$ cat config.mk
export PLATFORM = sky130hd
export DESIGN_NAME = mem_arbiter
export DESIGN_NICKNAME = d
export VERILOG_FILES = /design/src/rtl/mem_arbiter.sv
export SDC_FILE = /design/constraint.sdc
export NUM_CORES = 1
export LEC_CHECK = 0
export CORE_ASPECT_RATIO = 0.75
export CORE_MARGIN = 2
export CORE_UTILIZATION = 19
export DETAILED_ROUTE_END_ITERATION = 10
export GPL_ROUTABILITY_DRIVEN = 0
export PLACE_DENSITY = 0.81
export SYNTH_ARGS = -nofsm -noshare
export SYNTH_HDL_FRONTEND = slang
export SYNTH_SLANG_ARGS = --single-unit
$ cat constraint.sdc
create_clock -name clk -period 1.4 [get_ports clk]
set_input_delay 0.28 -clock clk [delete_from_list [all_inputs] [get_ports clk]]
set_output_delay 0.28 -clock clk [all_outputs]
set_load 0.005 [all_outputs]
$ cat src/rtl/mem_arbiter.sv
// Two-port block-RAM arbiter: port 0 has fixed priority, port 1 is guaranteed a slot
// after MAX_WAIT consecutive denied cycles. Read data returns one cycle after the grant.
module mem_arbiter #(
    parameter int AW       = 10,
    parameter int DW       = 16,
    parameter int MAX_WAIT = 4
) (
    input  logic          clk,
    input  logic          rst,
    input  logic          req0,
    input  logic          req1,
    input  logic          we0,
    input  logic          we1,
    input  logic [AW-1:0] addr0,
    input  logic [AW-1:0] addr1,
    input  logic [DW-1:0] wdata0,
    input  logic [DW-1:0] wdata1,
    output logic          gnt0,
    output logic          gnt1,
    output logic          rvalid0,
    output logic          rvalid1,
    output logic [DW-1:0] rdata,
    output logic [AW-1:0] mem_addr,
    output logic [DW-1:0] mem_din,
    output logic          mem_we,
    input  logic [DW-1:0] mem_dout
);

    localparam logic [3:0] MAX_CNT = 4'(MAX_WAIT);

    logic [3:0] starve_cnt;
    logic       rvalid0_q;
    logic       rvalid1_q;

    always_comb begin
        gnt0 = 1'b0;
        gnt1 = 1'b0;
        if (!rst) begin
            if (req1 && (!req0 || (starve_cnt >= MAX_CNT))) begin
                gnt1 = 1'b1;
            end else if (req0) begin
                gnt0 = 1'b1;
            end
        end
    end

    always_comb begin
        mem_addr = '0;
        mem_din  = '0;
        mem_we   = 1'b0;
        if (gnt0) begin
            mem_addr = addr0;
            mem_din  = wdata0;
            mem_we   = we0;
        end else if (gnt1) begin
            mem_addr = addr1;
            mem_din  = wdata1;
            mem_we   = we1;
        end
    end

    always_ff @(posedge clk) begin
        if (rst) begin
            starve_cnt <= '0;
        end else if (!req1 || gnt1) begin
            starve_cnt <= '0;
        end else if (starve_cnt < MAX_CNT) begin
            starve_cnt <= starve_cnt + 4'd1;
        end
    end

    always_ff @(posedge clk) begin
        if (rst) begin
            rvalid0_q <= 1'b0;
            rvalid1_q <= 1'b0;
        end else begin
            rvalid0_q <= gnt0 & ~we0;
            rvalid1_q <= gnt1 & ~we1;
        end
    end

    // Masking with rst drops the response of a read granted just before reset asserts.
    assign rvalid0 = rvalid0_q & ~rst;
    assign rvalid1 = rvalid1_q & ~rst;
    assign rdata   = mem_dout;

endmodule
== Word level (Yosys, flattened, before mapping) ==
Cells that the tools add are included.

* $add $sub $neg: 1
* Multipliers: 0
* Div/mod/pow operators: 0
* Magnitude comparators: 2
* Eq/ne operators: 0
* Shifts and indexed selects: 0
* Muxes and demuxes: 11
* Bitwise operators: 7
* Reductions and logical operators: 6

{| class="wikitable"
|+ Operator list
! cell !! count
|-
| 2-to-1 mux 16 bit || 2
|-
| 2-to-1 mux 10 bit || 2
|-
| 2-to-1 mux 1 bit || 7
|-
| adder 4 x 1 -> 4 bit, second input constant || 1
|-
| bitwise AND 1 bit || 4
|-
| greater-or-equal comparator 4 x 3 -> 1 bit, second input constant || 1
|-
| less-than comparator 4 x 3 -> 1 bit, second input constant || 1
|-
| NOT 1 bit || 3
|-
| logical NOT 1 bit || 2
|-
| logical OR 1 bit || 2
|-
| OR reduction 2 bit || 1
|-
| logical AND 1 bit || 1
|}

* Flip-flop bits (word level): 6
* Latch bits: 0
* RAM bits: 0
* Bits in read-only memories: 0
* Bits of input ports: 74
* Output and inout bits: 47
* Logic and storage cells: 30
* Memories kept: 0

== Depth between registers and ports, before layout ==
* Depth after elaboration: 7
* Gate-level depth with buffers: 5
* Gate-level depth less buffers: 3

== Least setup slack after synthesis ==
No wires, ideal clock.

* Kind: register to output
* From: register starve_cnt[3]
* To: output port mem_din[0]
* Data arrival time: 1.009 ns
* Slack: 0.111 ns
* Stages on the path, launching flop included: 6
* Path through: dfxtp_1 -> o21ai_0 -> and2_4 -> buf_6 -> buf_6 -> a22o_1

* Longest elaborated chain between the ends: 7

{| class="wikitable"
|+ Ends and longest elaborated chain
! item !! line !! RTL
|-
| start, declared || 31 || <nowiki>logic [3:0] starve_cnt;</nowiki>
|-
| start signal, assigned || 68 || <nowiki>starve_cnt <= starve_cnt + 4'd1;</nowiki>
|-
| greater-or-equal comparator 4 x 3 -> 1 bit * || 39 || <nowiki>if (req1 && (!req0 || (starve_cnt >= MAX_CNT))) begin</nowiki>
|-
| logical OR 1 bit * || 39 ||
|-
| logical AND 1 bit * || 39 ||
|-
| 2-to-1 mux 1 bit || 39 ||
|-
| 2-to-1 mux 1 bit || 38 || <nowiki>if (!rst) begin</nowiki>
|-
| 2-to-1 mux 16 bit || 55 || <nowiki>end else if (gnt1) begin</nowiki>
|-
| 2-to-1 mux 16 bit * || 51 || <nowiki>if (gnt0) begin</nowiki>
|-
| end, declared || 24 || <nowiki>output logic [DW-1:0] mem_din,</nowiki>
|}

Every way passes the cells marked *; elsewhere a longest branch is shown, timed or not.

== Final worst setup path ==
* From: register starve_cnt[3]
* To: output port mem_din[13]

The elaborated chain is that of the path after synthesis.

==> impl_metrics.toml <==
[status]
status = "complete, but fails checks"
violations = "setup timing"

[drt]
wl_per_cell_microns = 16.4
dr_wl_met2_microns = 1820
drtIter0Drc = 34
highest_layer = "met4"
drt_pre_antenna_iters = 4
drt.antenna.violating_nets = 0
drc = 0
wl_met1_microns = 1180
wl_microns = 3360
dr_wl_met3_microns = 329
vias = 944
via_per_inst = 4.60

[die]
io_pins = 121
die_height_microns = 53.8
initial_core_util_pct = 19.5
core-area_sq_mm = 0.00322
row_count = 18
die_area_sq_mm = 0.00379
die_w_microns = 70.5

[grt]
grt_pass1_wl_microns = 4760
grt_pass1_vias = 992
grt_remaining_overflow = 0
track_usage_pct = 16.9
antenna_found_initial = 0
grt_max_degree = 13

[critical_path]
critPathMaxStageDelay_ps = 340
crit_arrival_ps = 1540
crit_path_cell_trace = "nor2_4 -> a21oi_4 -> buf_6 -> buf_16 -> buf_12 -> buf_6 -> a22o_1 -> buf_2"
critPathKind = "reg -> out"
critical-path-top-delay-family = "buffers and inverters"
regToRegSetupSlack_ps = 180
cp.required_ps = 1120
r2r-end = "rvalid0_q"
crit_path_start_kind = "flip-flop"
critPathSlowestCell = "dfxtp_4"
cp-end-kind = "output pin"
reg2reg_depth = 6
rr_startpoint = "starve_cnt[2]"
cp_common_cell = "buf_6"
crit_path_max_fanout = 5
crit_buf_inv = 5
path_depth = 8

[layout]
multi_input_area_sq_um = 409
final_common_cell = "clkdlybuf4s50_1"
fin_nets = 242
insertedDiodeCount = 0
nFillCells = 294
final_util_pct = 50.5
layout_common_cells = "clkdlybuf4s50_1 (54), a22o_1 (27), buf_2 (26), buf_4 (12), buf_6 (8)"
register_area_sq_um = 128
drive_gt1_share_pct = 40.0
synthToLayoutAreaGrowth_pct = 159

[power_and_ir_drop]
peakVddDrop_v = 0.000272
p_per_area_mw_per_mm2 = 523
power.total_uw = 852
p_leak_uw = 0.000779

[clock_tree]
cts_tree = "yes"
htreeDepth = 1
clk_pin_slew_worst_paths_ps = 30
cts.path.max_buffers = 2
clock_sinks = 6
cts_made_buffers = 3
cts-root-buf = "clkbuf_8"
clk_latency_ps = 220

[synthesis]
ys_ff_latch = 6
synth_compound_area_share_pct = 39.8
synth_mux_area_share_pct = 0
synth.distinct_cells = 15
synth_area_sq_um = 629
synth_top_family_by_area = "compound AO/OA/AOI/OAI gates"
syn_area_per_cell_sq_um = 8.86
yosys.area_share.simple_pct = 11.9
synth-seq-area-share_pct = 19.1
yosys.area_share.adder_pct = 1.99
synthCells = 71
synth_warnings = 0
synth_nets = 146
synth_flop_cell = "dfxtp_1"
yosys.area_share.xor_xnor_pct = 0
synth_edf_count = 0
ys_async_sr_fraction_pct = 0

[min_path]
holdPathEnd = "starve_cnt[0]"
hp-start = "starve_cnt[0]"
hold_class = "reg -> reg"
holdPathStages = 1

[sta]
fin_ws_ps = -422
rsz0062_at_grt = "yes"
period_needed_ps = 1820
setup_viol = 29
hold_viol = 0
fmaxAchievable_mhz = 549
finalClockSkew_ps = 0.232
min_period_over_period_pct = 130
final_max_slew_viol_count = 0

[placed_design]
portBuffers = 88
hpwl_microns = 2230
place_ws_ps = -927

[job]
drv_cap = 0
-- registers in the layout, summed over array words and instances, names as in the netlist --
| name | cells |
|---|---|
| rvalid0_q | 1 |
| rvalid1_q | 1 |
| starve_cnt | 4 |
-- per-stage QoR --
stage / TNS, ps / instance area, sq um / cells / hold WS [ps]
2_1_floorplan: 0 / 629 / 71 / 352
3_3_place_gp: -25080 / 1420 / 179 / 407
3_5_place_dp: -26500 / 1420 / 179 / 419
4_1_cts: -9040 / 1620 / 204 / 422
5_1_grt: -10570 / 1630 / 205 / 446
6_report: -8960 / 1630 / 205 / 420
-- worst register-to-register path: stages (launching register included) --
cell and delay [ps]:
dfxtp_4 340, buf_6 110, o21ai_4 170, and2_4 170, buf_4 140, buf_4 110, nor2b_1 110
-- synth_stat cells, types with 2 or more instances --
master   count  area (sq um)
a22o_1      27           236
and2_1       2          12.5
buf_2        2          10.0
buf_4       18           135
buf_6        2          22.5
dfxtp_1      6           120
nor2b_1      6          37.5
-- layout make-up --
cell class              count  share of cell area (%)
clock buffers               3                    2.54
well taps                  40                    3.07
repair buffers            110                    61.4
multi-input cells          46                    25.1
flip-flops and latches      6                    7.84
-- power breakdown --
part | total [uW] | internal [uW] | switching [uW]
clock network | 253 | 184 | 69.0
registers | 176 | 174 | 2.57
logic | 422 | 292 | 130
total | 852 | 650 | 202
-- worst max-delay path by stage --
stage | startpoint | endpoint | slack (ps)
finish | starve_cnt[3] | mem_din[13] | -420
global route | starve_cnt[3] | mem_din[14] | -480
CTS | starve_cnt[2] | mem_din[13] | -410
detailed placement | req0 | mem_addr[3] | -930
global placement | req0 | mem_addr[3] | -870
floorplan | starve_cnt[3] | mem_din[0] | 110
-- metal layers --
layer / track usage (%) / vias to the layer above
met3: 4.49 / 4
met1: 17.3 / 430
met5: 0 / -
met4: 6.73 / 0
li1: - / 443
met2: 33.6 / 67
-- timing repair --
action | CTS | global route
hold buffers | 0 | 0
pin swaps | 11 | 14
gates cloned | 5 | 0
resized for setup | 147 | 3
endpoints found under the setup margin | 31 | 29
setup buffers | 17 | 1
-- logic make-up after synthesis --
group                      Yosys count
and+or+nand+nor                     12
other                                1
AOI/OAI and AO/OA                   29
adders and majority gates            1
buffers and inverters               22
DFF                                  6
Power figures use the tool's default switching activity.
